## config.mk

```make
export PLATFORM = sky130hd
export DESIGN_NAME = lamp_fpu_log_postnorm
export DESIGN_NICKNAME = d
export VERILOG_FILES = /design/src/rtl/lamp_fpu_log_postnorm.sv
export SDC_FILE = /design/constraint.sdc
export NUM_CORES = 1
export LEC_CHECK = 0
export CAP_MARGIN = 20
export CORE_UTILIZATION = 51
export DETAILED_ROUTE_END_ITERATION = 7
export GPL_ROUTABILITY_DRIVEN = 0
export PLACE_DENSITY = 0.79
export SYNTH_ARGS = -nofsm -noshare
export SYNTH_HDL_FRONTEND = slang
export SYNTH_SLANG_ARGS = --single-unit
```

## constraint.sdc

```tcl
create_clock -name clk -period 2.9 [get_ports clk]
set_input_delay 0.435 -clock clk [delete_from_list [all_inputs] [get_ports clk]]
set_output_delay 0.435 -clock clk [all_outputs]
set_load 0.03 [all_outputs]
```

## src/rtl/lamp_fpu_log_postnorm.sv

```systemverilog
// Post-normalisation, round-to-nearest-even and packing stage for the
// bfloat16 log datapath. Stage 1 normalises the 12-bit working fraction
// and adjusts the exponent. Stage 2 rounds, resolves special cases and
// holds the packed result until the consumer takes it.
module lamp_fpu_log_postnorm #(
  parameter int unsigned E_DW = 8,
  parameter int unsigned F_DW = 7,
  parameter bit          FTZ  = 1'b1
) (
  input  logic                   clk,
  input  logic                   rst,
  input  logic                   valid_i,
  output logic                   ready_o,
  input  logic                   s_i,
  input  logic [E_DW-1:0]        e_i,
  input  logic [F_DW+4:0]        f_i,
  input  logic                   isOverflow_i,
  input  logic                   isUnderflow_i,
  input  logic                   isToRound_i,
  output logic                   valid_o,
  input  logic                   ready_i,
  output logic [E_DW+F_DW:0]     result_o,
  output logic                   overflow_o,
  output logic                   underflow_o,
  output logic                   inexact_o
);

  localparam int unsigned FW     = F_DW + 5;
  localparam int unsigned XW     = E_DW + 2;
  localparam int unsigned LZW    = $clog2(FW);
  localparam int unsigned MAXEXP = (1 << E_DW) - 1;

  logic                r_s1Valid;
  logic                r_s1Sign;
  logic [FW-2:0]       r_s1Frac;
  logic [XW-1:0]       r_s1X;
  logic                r_s1Bypass;
  logic                r_s1FracZero;
  logic                r_s1Ovf;
  logic                r_s1Unf;

  logic                r_s2Valid;
  logic [E_DW+F_DW:0]  r_result;
  logic                r_overflow;
  logic                r_underflow;
  logic                r_inexact;

  logic                w_s1Ready;
  logic                w_s2Ready;
  logic [LZW-1:0]      w_lzc;
  logic                w_found;
  logic [FW-2:0]       w_nF;
  logic [XW-1:0]       w_nX;

  logic                w_roundUp;
  logic                w_carry;
  logic [F_DW-1:0]     w_frac;
  logic [XW-1:0]       w_x;
  logic                w_huge;
  logic                w_tiny;
  logic [E_DW+F_DW:0]  w_nextResult;
  logic                w_nextOvf;
  logic                w_nextUnf;
  logic                w_nextInexact;

  // A stage can take a new beat when it is empty or its contents move on this cycle.
  assign w_s2Ready = ~r_s2Valid | ready_i;
  assign w_s1Ready = ~r_s1Valid | w_s2Ready;
  assign ready_o   = w_s1Ready;

  // Normalise: leading-zero count over f[10:0], then one-bit right shift with sticky fold or left shift by the count.
  always_comb begin
    w_lzc   = '0;
    w_found = 1'b0;
    w_nF    = f_i[FW-2:0];
    w_nX    = {2'b00, e_i};
    for (int i = FW - 2; i >= 0; i--) begin
      if (f_i[i] && !w_found) begin
        w_lzc   = LZW'(FW - 2 - i);
        w_found = 1'b1;
      end
    end
    if (isToRound_i) begin
      if (f_i[FW-1]) begin
        w_nF = {f_i[FW-1:2], f_i[1] | f_i[0]};
        w_nX = w_nX + XW'(1);
      end else if (!f_i[FW-2] && w_found) begin
        w_nF = f_i[FW-2:0] << w_lzc;
        w_nX = w_nX - XW'(w_lzc);
      end
    end
  end

  // Stage 1 register: capture the normalised beat whenever stage 1 is free to advance.
  always_ff @(posedge clk or negedge rst) begin
    if (!rst) begin
      r_s1Valid    <= 1'b0;
      r_s1Sign     <= 1'b0;
      r_s1Frac     <= '0;
      r_s1X        <= '0;
      r_s1Bypass   <= 1'b0;
      r_s1FracZero <= 1'b0;
      r_s1Ovf      <= 1'b0;
      r_s1Unf      <= 1'b0;
    end else if (w_s1Ready) begin
      r_s1Valid <= valid_i;
      if (valid_i) begin
        r_s1Sign     <= s_i;
        r_s1Frac     <= w_nF;
        r_s1X        <= w_nX;
        r_s1Bypass   <= ~isToRound_i;
        r_s1FracZero <= (f_i == '0);
        r_s1Ovf      <= isOverflow_i;
        r_s1Unf      <= isUnderflow_i;
      end
    end
  end

  // Round to nearest even, propagate mantissa carry into the exponent, then pick bypass/inf/zero/normal.
  always_comb begin
    w_roundUp     = r_s1Frac[2] & (r_s1Frac[1] | r_s1Frac[0] | r_s1Frac[3]);
    w_carry       = (&r_s1Frac[FW-2:3]) & w_roundUp;
    w_frac        = r_s1Frac[F_DW+2:3] + F_DW'(w_roundUp);
    w_x           = r_s1X + XW'(w_carry);
    w_huge        = ~w_x[XW-1] & (w_x >= XW'(MAXEXP));
    w_tiny        = w_x[XW-1] | (w_x == '0);
    w_nextResult  = {r_s1Sign, w_x[E_DW-1:0], w_frac};
    w_nextOvf     = 1'b0;
    w_nextUnf     = 1'b0;
    w_nextInexact = |r_s1Frac[2:0];
    if (r_s1Bypass) begin
      w_nextResult  = {r_s1Sign, r_s1X[E_DW-1:0], r_s1Frac[F_DW+2:3]};
      w_nextInexact = 1'b0;
    end else if (r_s1Ovf || w_huge) begin
      w_nextResult = {r_s1Sign, {E_DW{1'b1}}, {F_DW{1'b0}}};
      w_nextOvf    = 1'b1;
    end else if (r_s1Unf || r_s1FracZero || (FTZ && w_tiny)) begin
      w_nextResult = {r_s1Sign, {E_DW{1'b0}}, {F_DW{1'b0}}};
      w_nextUnf    = ~r_s1FracZero;
    end
  end

  // Output register: load when the consumer is free, otherwise hold result and flags stable.
  always_ff @(posedge clk or negedge rst) begin
    if (!rst) begin
      r_s2Valid   <= 1'b0;
      r_result    <= '0;
      r_overflow  <= 1'b0;
      r_underflow <= 1'b0;
      r_inexact   <= 1'b0;
    end else if (w_s2Ready) begin
      r_s2Valid <= r_s1Valid;
      if (r_s1Valid) begin
        r_result    <= w_nextResult;
        r_overflow  <= w_nextOvf;
        r_underflow <= w_nextUnf;
        r_inexact   <= w_nextInexact;
      end
    end
  end

  assign valid_o     = r_s2Valid;
  assign result_o    = r_result;
  assign overflow_o  = r_overflow;
  assign underflow_o = r_underflow;
  assign inexact_o   = r_inexact;

endmodule

```

==> results.md, run 1 <==
- Status: completed
- Pin count of the biggest net entering global routing: between 40 and 50
- Part of the power in registers: between 30% and 40%
- WP depth: 11
- Crit-path max FO: 5
- DIE HEIGHT: around 90 µm
- Iter 0 DRT Violations: around 300
- Rows: 31
- Switch Pwr: just over 900 µW
- Maximum VDD drop: roughly 220 µV
- Max stage delay on crit path: between 0.5 and 0.6 ns
- Part of the cycle the worst path needs: 95.58%
- Final Hold Vio Count: 0
- Worst-skew pair later-pin latency: about 0.30 ns
- Slew Viols, Final: 0
- Grt ovf: 0
- Synth top area share: 29.90%
- Yosys reg bits: between 40 and 50
- Pleak: ~2.1 nW
- Post-synth EDFFs: 0
- Sequential-to-total area share from yosys stat: between 20 and 30%
- Final-report setup violation count: 0
- Fin Hold WS: 0.4742 ns
- Clock buffer depth: 2
- Layout cells sized above 1: between 20% and 30%
- Syn Inst Count: 504
- Most common cell on crit path: ha_4
- Mapped Avg Cell Area: approximately 7.8 µm²
- Final HPWL DP: between 8000 and 9000 µm
- Worst min path class: primary input to async pin
- Yosys warning total: 0
- CTS sink cnt: between 40 and 50
- Clk slew on worst S/H paths: 0.09 ns
- GRT Util Overall: between 20 and 30%
- Fin crit period: 2.772 ns
- Clock Skew: between 0.005 and 0.006 ns
- Unrepaired setup endpoints after global routing: true
- Actual slew at the worst max-slew pin: slightly below 1 ns
- Antenna violations before repair: 0
- Clock share of power: between 10% and 20%
- First-pass GRT wire length: 18630 µm
- Starting density of the core: approximately 53%
- Critical path buffers and inverters: 1
- Worst path cell trace: o31a_1, and2_4, ha_4, ha_4, buf_4, nor2_1, a21oi_1, o32ai_1, a41oi_2, or4b_4, o21ai_1
- PortBufs: 48
- Internal power: roughly 1.5 mW
- Mapped cell area: slightly below 4000 µm²
- Rel. slew slack: 33.72%
- CP endpoint kind: flip-flop
- Clock root buffer: clkbuf_8
- Crit Path Class: flip-flop to flip-flop
- Filler cells: between 600 and 700
- Required @ worst endpoint: 3.13 ns
- CP max-delay cell: or4b_4
- Drt pass-1 iters: 6
- Post-route DRC: 0
- Number of global-route vias before repair: between 3000 and 4000
- Post-DRT Antenna Nets: 0
- Setup crit start kind: flip-flop
- Synth top area cells: dfrtp_1 30%, nand2_1 6.6%, a21oi_1 3.8%
- Worst EP arrival: 3.01 ns
- PwrDens: 463.5 nW/µm²
- H-tree depth: 2
- WL final: 11220 µm
- Synthesized Nets: ~540
- Sw Ratio: between 30% and 40%
- FFs w/ async S/R, synth: 100.0%
- Reg2Reg Depth: 11
- Maxcap violations: 0
- Num CTS Buffers: 5
- Dpl cells: between 600 and 700
- Die Width: around 90 µm
- Setup tns final: 0 ns
- Fin cells: ~700
- Diode count: 0
- Wire per inst: ~16 µm
- Core area: between 7000 and 8000 µm²
- Final net count: 636
- Logic pwr share: roughly 43%
- CP delay by family, top: compound AO/OA/AOI/OAI gates
- Prevailing post-synth register cell: dfrtp_1
- P&R area growth vs syn: 31.49%
- Vias post-DR: 4342
- Synth area leader: dfrtp_1
- Vias per inst: a little over 6
- Most common cell in the netlist: nand2_1
- Die Footprint: 8069 µm²
- Io pins: slightly below 50
- DP Worst Slack: -0.3783 ns
- CTS tree: yes
- Top cells by count, synth: 69 x nand2_1, 47 x dfrtp_1, 32 x nor2_1
- Synth unique cells: between 70 and 80
- Max Clock Freq: 360.8 MHz
- Final worst slack: 0.1282 ns
kinds of logic after synthesis:
| group | Yosys count | share of synthesized area [%] |
|---|---|---|
| simple gates | 213 | 28.18 |
| compound gates | 161 | 29.04 |
| buf+inv | 61 | 6.361 |
| flops | 47 | 29.90 |
| fa+ha+maj | 10 | 3.372 |
| xor+xnor | 8 | 1.781 |
| mux | 4 | 1.368 |
area by class of cell:
cell class / count / area, µm² / area share, %
clock inverters: 1 / 30.03 / 0.5806
repair buffers: 126 / 1080 / 20.88
clock buffers: 6 / 72.57 / 1.403
well taps: 99 / 123.9 / 2.395
multi-input cells: 396 / 2605 / 50.36
inverters: 22 / 85.08 / 1.645
flip-flops and latches: 47 / 1176 / 22.74
power groups by stage:
stage | clock network, mW | registers (mW) | logic (mW)
2_1_floorplan | 0 | 1.01 | 0.476
3_3_place_gp | 0 | 0.900 | 0.965
3_5_place_dp | 0 | 0.907 | 0.987
4_1_cts | 0.473 | 0.896 | 0.991
5_1_grt | 0.494 | 0.925 | 1.11
6_report | 0.467 | 0.902 | 1.03
state kept, by name, indices dropped and copies added (netlist names):
| register | flops |
|---|---|
| overflow_o | 1 |
| r_s1Bypass | 1 |
| r_s1FracZero | 1 |
| valid_o | 1 |
| result_o | 16 |
| r_s1X | 10 |
| r_s1Sign | 1 |
| underflow_o | 1 |
| r_s1Unf | 1 |
| r_s1Ovf | 1 |
| r_s1Frac | 11 |
| inexact_o | 1 |
| r_s1Valid | 1 |
metrics by stage:
step	total power [mW]	instance area, µm²	util, %
global route	2.532	5172	70.19
floorplan	1.485	3949	-
detailed placement	1.894	4906	66.57
global placement	1.865	4906	66.57
finish	2.398	5172	70.19
CTS	2.360	5037	68.35
path summary, 6_finish.rpt:
kind                             start      endpoint  slack, ns
max                        r_s1Frac[3]   underflow_o       0.13
min                                rst  result_o[12]       0.47
max reg2reg                r_s1Frac[3]   underflow_o       0.13
min reg2reg                  inexact_o     inexact_o       0.48
max in group asynchronous          rst   result_o[5]       1.98
min in group clk             inexact_o     inexact_o       0.48
what timing repair did:
item	CTS	global route
gates cloned	0	0
hold buffers	0	1
hold endpoints to repair	0	4
buffers inserted	2	4
resized for setup	10	20
pin swaps	4	10
endpoints found under the setup margin	17	26
layer usage:
| metal | routed length (µm) | track usage [%] | up-vias |
|---|---|---|---|
| met5 | 0 | 0 | - |
| met4 | 343 | 10.79 | 0 |
| met3 | 702 | 2.876 | 37 |
| met2 | 5464 | 47.18 | 209 |
| met1 | 4711 | 36.08 | 2028 |
| li1 | - | - | 2068 |
layout by cell type, fill, tap and decap left out, types with 8 or more instances in the layout:
cell / Yosys / routed
buf_4: 1 / 75
nand2_1: 69 / 69
dfrtp_1: 47 / 47
clkdlybuf4s50_1: 0 / 38
nor2_1: 32 / 32
a21oi_1: 30 / 29
o21ai_0: 28 / 26
nand3_1: 25 / 24
inv_1: 19 / 19
a31oi_1: 13 / 13
o211ai_1: 13 / 13
nand4_1: 11 / 11
o21ai_1: 9 / 11
nor3_1: 10 / 9
and3_1: 9 / 9
or3_1: 9 / 8
Power figures use the tool's default switching activity.
==> inputs of run 2 (changes only) <==
--- a/config.mk
+++ b/config.mk
@@ -5,6 +5,7 @@
 export SDC_FILE = /design/constraint.sdc
 export NUM_CORES = 1
 export LEC_CHECK = 0
+export ABC_AREA = 0
 export CAP_MARGIN = 20
 export CORE_UTILIZATION = 51
 export DETAILED_ROUTE_END_ITERATION = 7
==> results of run 2 <==
Same layout as run 1: the final DEF is identical, and so are final timing and power.
==> inputs of run 3 (changes only) <==
--- a/config.mk
+++ b/config.mk
@@ -7,10 +7,11 @@
 export LEC_CHECK = 0
 export ABC_AREA = 0
 export CAP_MARGIN = 20
-export CORE_UTILIZATION = 51
+export CORE_UTILIZATION = 57
+export CTS_CLUSTER_DIAMETER = 50
 export DETAILED_ROUTE_END_ITERATION = 7
 export GPL_ROUTABILITY_DRIVEN = 0
-export PLACE_DENSITY = 0.79
+export PLACE_DENSITY = 0.84
 export SYNTH_ARGS = -nofsm -noshare
 export SYNTH_HDL_FRONTEND = slang
 export SYNTH_SLANG_ARGS = --single-unit
==> constraint.sdc (replaced) <==
create_clock -name clk -period 3.1 [get_ports clk]
set_input_delay 0.465 -clock clk [delete_from_list [all_inputs] [get_ports clk]]
set_output_delay 0.465 -clock clk [all_outputs]
set_load 0.03 [all_outputs]
==> run 3 against run 2 <==
Non-clock buffer count fell by 14. Core utilization rose by 7.0 points. Critical path type is now primary input to flip-flop. Largest power group unchanged. Sequential cell count unchanged.
==> results.md, run 3 (synthesis gave the netlist of run 1 again) <==
- Vias per inst: 6.520 (+4.7%)
- Final net count: 623 (-2.0%)
- Required @ worst endpoint: 3.34 ns (+0.21 ns)
- Clock share of power: 19.6% (about the same)
- Setup crit start kind: primary input
- Final-report setup violation count: 0 (unchanged)
- Unrepaired setup endpoints after global routing: false
- Final worst slack: 0.1316 ns (+0.003330 ns)
- Post-DRT Antenna Nets: 0 (unchanged)
- Maximum VDD drop: 207.0 µV (-5.6%)
- Worst-skew pair later-pin latency: 0.30 ns (about the same)
- Crit-path max FO: 4 (-1)
- CP endpoint kind: flip-flop
- DP Worst Slack: -0.2947 ns (+0.08356 ns)
- Reg-to-reg startpoint: r_s1Frac[3]
- Io pins: 49 (unchanged)
- P&R area growth vs syn: 27.51%
- Placed Instance Area: 4776 µm² (-2.7%)
- Setup tns final: 0 ns (unchanged)
- Vias post-DR: 4316 (-0.60%)
- Number of global-route vias before repair: 4041 (+1.2%)
- Antenna violations before repair: 0 (unchanged)
- Rows: 29 (-6.5%)
- Post-cts hold buffer count: 0 (unchanged)
- Num CTS Buffers: 5 (unchanged)
- Maxcap violations: 0 (unchanged)
- Final HPWL DP: 8156 µm (-3.5%)
- Crit path from: f_i[2]
- Layout Utilization: 77.23% (+7.0 points)
- Wire per inst: 16.66 µm (+3.5%)
- Grt ovf: 0 (unchanged)
- Max Clock Freq: approximately 340 MHz
- Diode count: 0 (unchanged)
- Starting density of the core: 60.57% (+7.2 points)
- Worst EP arrival: 3.21 ns (+0.20 ns)
- DIE HEIGHT: 85.08 µm (-5.3%)
- Core area: 6495 µm² (-12%)
- Rel. slew slack: 34.94% (+1.2 points)
- Actual slew at the worst max-slew pin: 0.9759 ns (-0.01823 ns)
- Final Hold Vio Count: 0 (unchanged)
- Final instance area: 5016 µm² (-3.0%)
- Clk slew on worst S/H paths: 0.09 ns (about the same)
- Die Footprint: 7238 µm² (-10%)
- Most common cell after layout, fill and taps aside: nand2_1
- Status: completed
- Clock buffer depth: 2 (unchanged)
- Layout cells sized above 1: 17.09% (-3.0 points)
- Worst min path class: primary input to async pin
- Overall Power: 2.220 mW (-7.4%)
- Clock Skew: 0.007400 ns (+0.001932 ns)
- Most frequent cells in the layout: 69 x nand2_1, 63 x buf_4, 47 x dfrtp_1, 39 x clkdlybuf4s50_1, 32 x nor2_1
- GRT Util Overall: 31.02% (+3.3 points)
- H-tree depth: 2 (unchanged)
- Drt pass-1 iters: 7 (+1)
- Dpl cells: 648 (-5.0%)
- Post-route DRC: 0 (unchanged)
- Fin Hold WS: 0.07292 ns (-0.4013 ns)
- Part of the power in registers: 38.0% (+0.4 points)
- Part of the cycle the worst path needs: a little over nine tenths
- Die Width: 85.08 µm (-5.3%)
- First-pass GRT wire length: 18220 µm (-2.2%)
- WL final: 11030 µm (-1.7%)
- Fin cells: 662 (-5.0%)
- CTS tree: yes
- Fin crit period: 2.968 ns
- CTS sink cnt: 47 (unchanged)
- Logic pwr share: 42.4% (-0.5 points)
- Pleak: 2.106 nW (-1.9%)
- Iter 0 DRT Violations: 291 (-2.7%)
- Crit Path Class: primary input to flip-flop
- Sw Ratio: 38.11% (+0.28 points)
- Pin count of the biggest net entering global routing: 48 (unchanged)
- Switch Pwr: 846.2 µW (-6.7%)
- Reg2Reg Depth: 12 (+1)
- Flop-to-flop setup slack: 0.15 ns (+0.02 ns)
- Clock root buffer: clkbuf_8
- Worst reg2reg endpoint: result_o[2]
- PwrDens: 442.7 nW/µm² (-4.5%)
- Slew Viols, Final: 0 (unchanged)
- Max reg flops: 16 (unchanged)
- PortBufs: 48 (unchanged)
- Internal power: 1.374 mW (-7.8%)
==> run 3: changes by cell type in the layout (fill, tap and decap cells not counted), sizes merged <==
cell / delta
buf: -13
dlygate4sd2: -4
dlymetal6s2s: +4
clkbuf: -2
clkdlybuf4s50: +1
clkinvlp: +1
dlygate4sd3: -1
o2bb2ai: +1
==> run 3: timing repair <==
item / 4_1_cts / 5_1_grt
gates resized for setup: 0 / 18
setup buffers: 0 / 5
endpoints found under the setup margin: 0 / 17
hold endpoints to repair: 0 / 0
==> run 3: area by class of cell <==
cell class,instances,area [µm²]
sequential,47,1176
clock buffer,5,68.82
multi-input combinational,397,2564
clock inverter,2,37.54
fill,466,1479
tap,77,96.34
timing repair buffer,112,988.4
inverter,22,85.08
==> run 3: how the worst max path moves through the flow <==
stage	to	slack (ns)	cells past startpoint
4_1_cts	r_s1X[7]	0.02	12
6_report	r_s1X[7]	0.13	11
3_5_place_dp	r_s1X[7]	-0.29	12
3_3_place_gp	r_s1X[7]	-0.18	11
2_1_floorplan	r_s1X[3]	0.03	12
5_1_grt	r_s1X[6]	0.003	14
==> run 3: routing by layer <==
layer  track usage, %  wire (µm)  part of all wire, %  vias to the layer above
met5                0          0                    0                        -
met3            3.210        687                  6.2                       44
met1            38.83       4614                   42                     2009
met4            16.33        464                  4.2                        0
met2            53.01       5262                   48                      216
li1                 -          -                    -                     2047
==> run 3: critical path: stages <==
cell and delay, ns:
clkdlybuf4s50_1 0.46, or3_1 0.45, o22ai_4 0.20, inv_4 0.05, ha_1 0.27, nor2b_1 0.13
o21a_1 0.18, o21ai_0 0.32, nand4_1 0.18, or4_1 0.41, nand3_1 0.09
==> run 3: power by group through the flow <==
| stage | Sequential (mW) | Clock [mW] | Combinational [mW] |
|---|---|---|---|
| after floorplan | 0.944 | 0 | 0.445 |
| after global placement | 0.843 | 0 | 0.887 |
| after detailed placement | 0.851 | 0 | 0.905 |
| after CTS | 0.839 | 0.441 | 0.912 |
| after global routing | 0.860 | 0.459 | 1.01 |
| final | 0.843 | 0.436 | 0.941 |
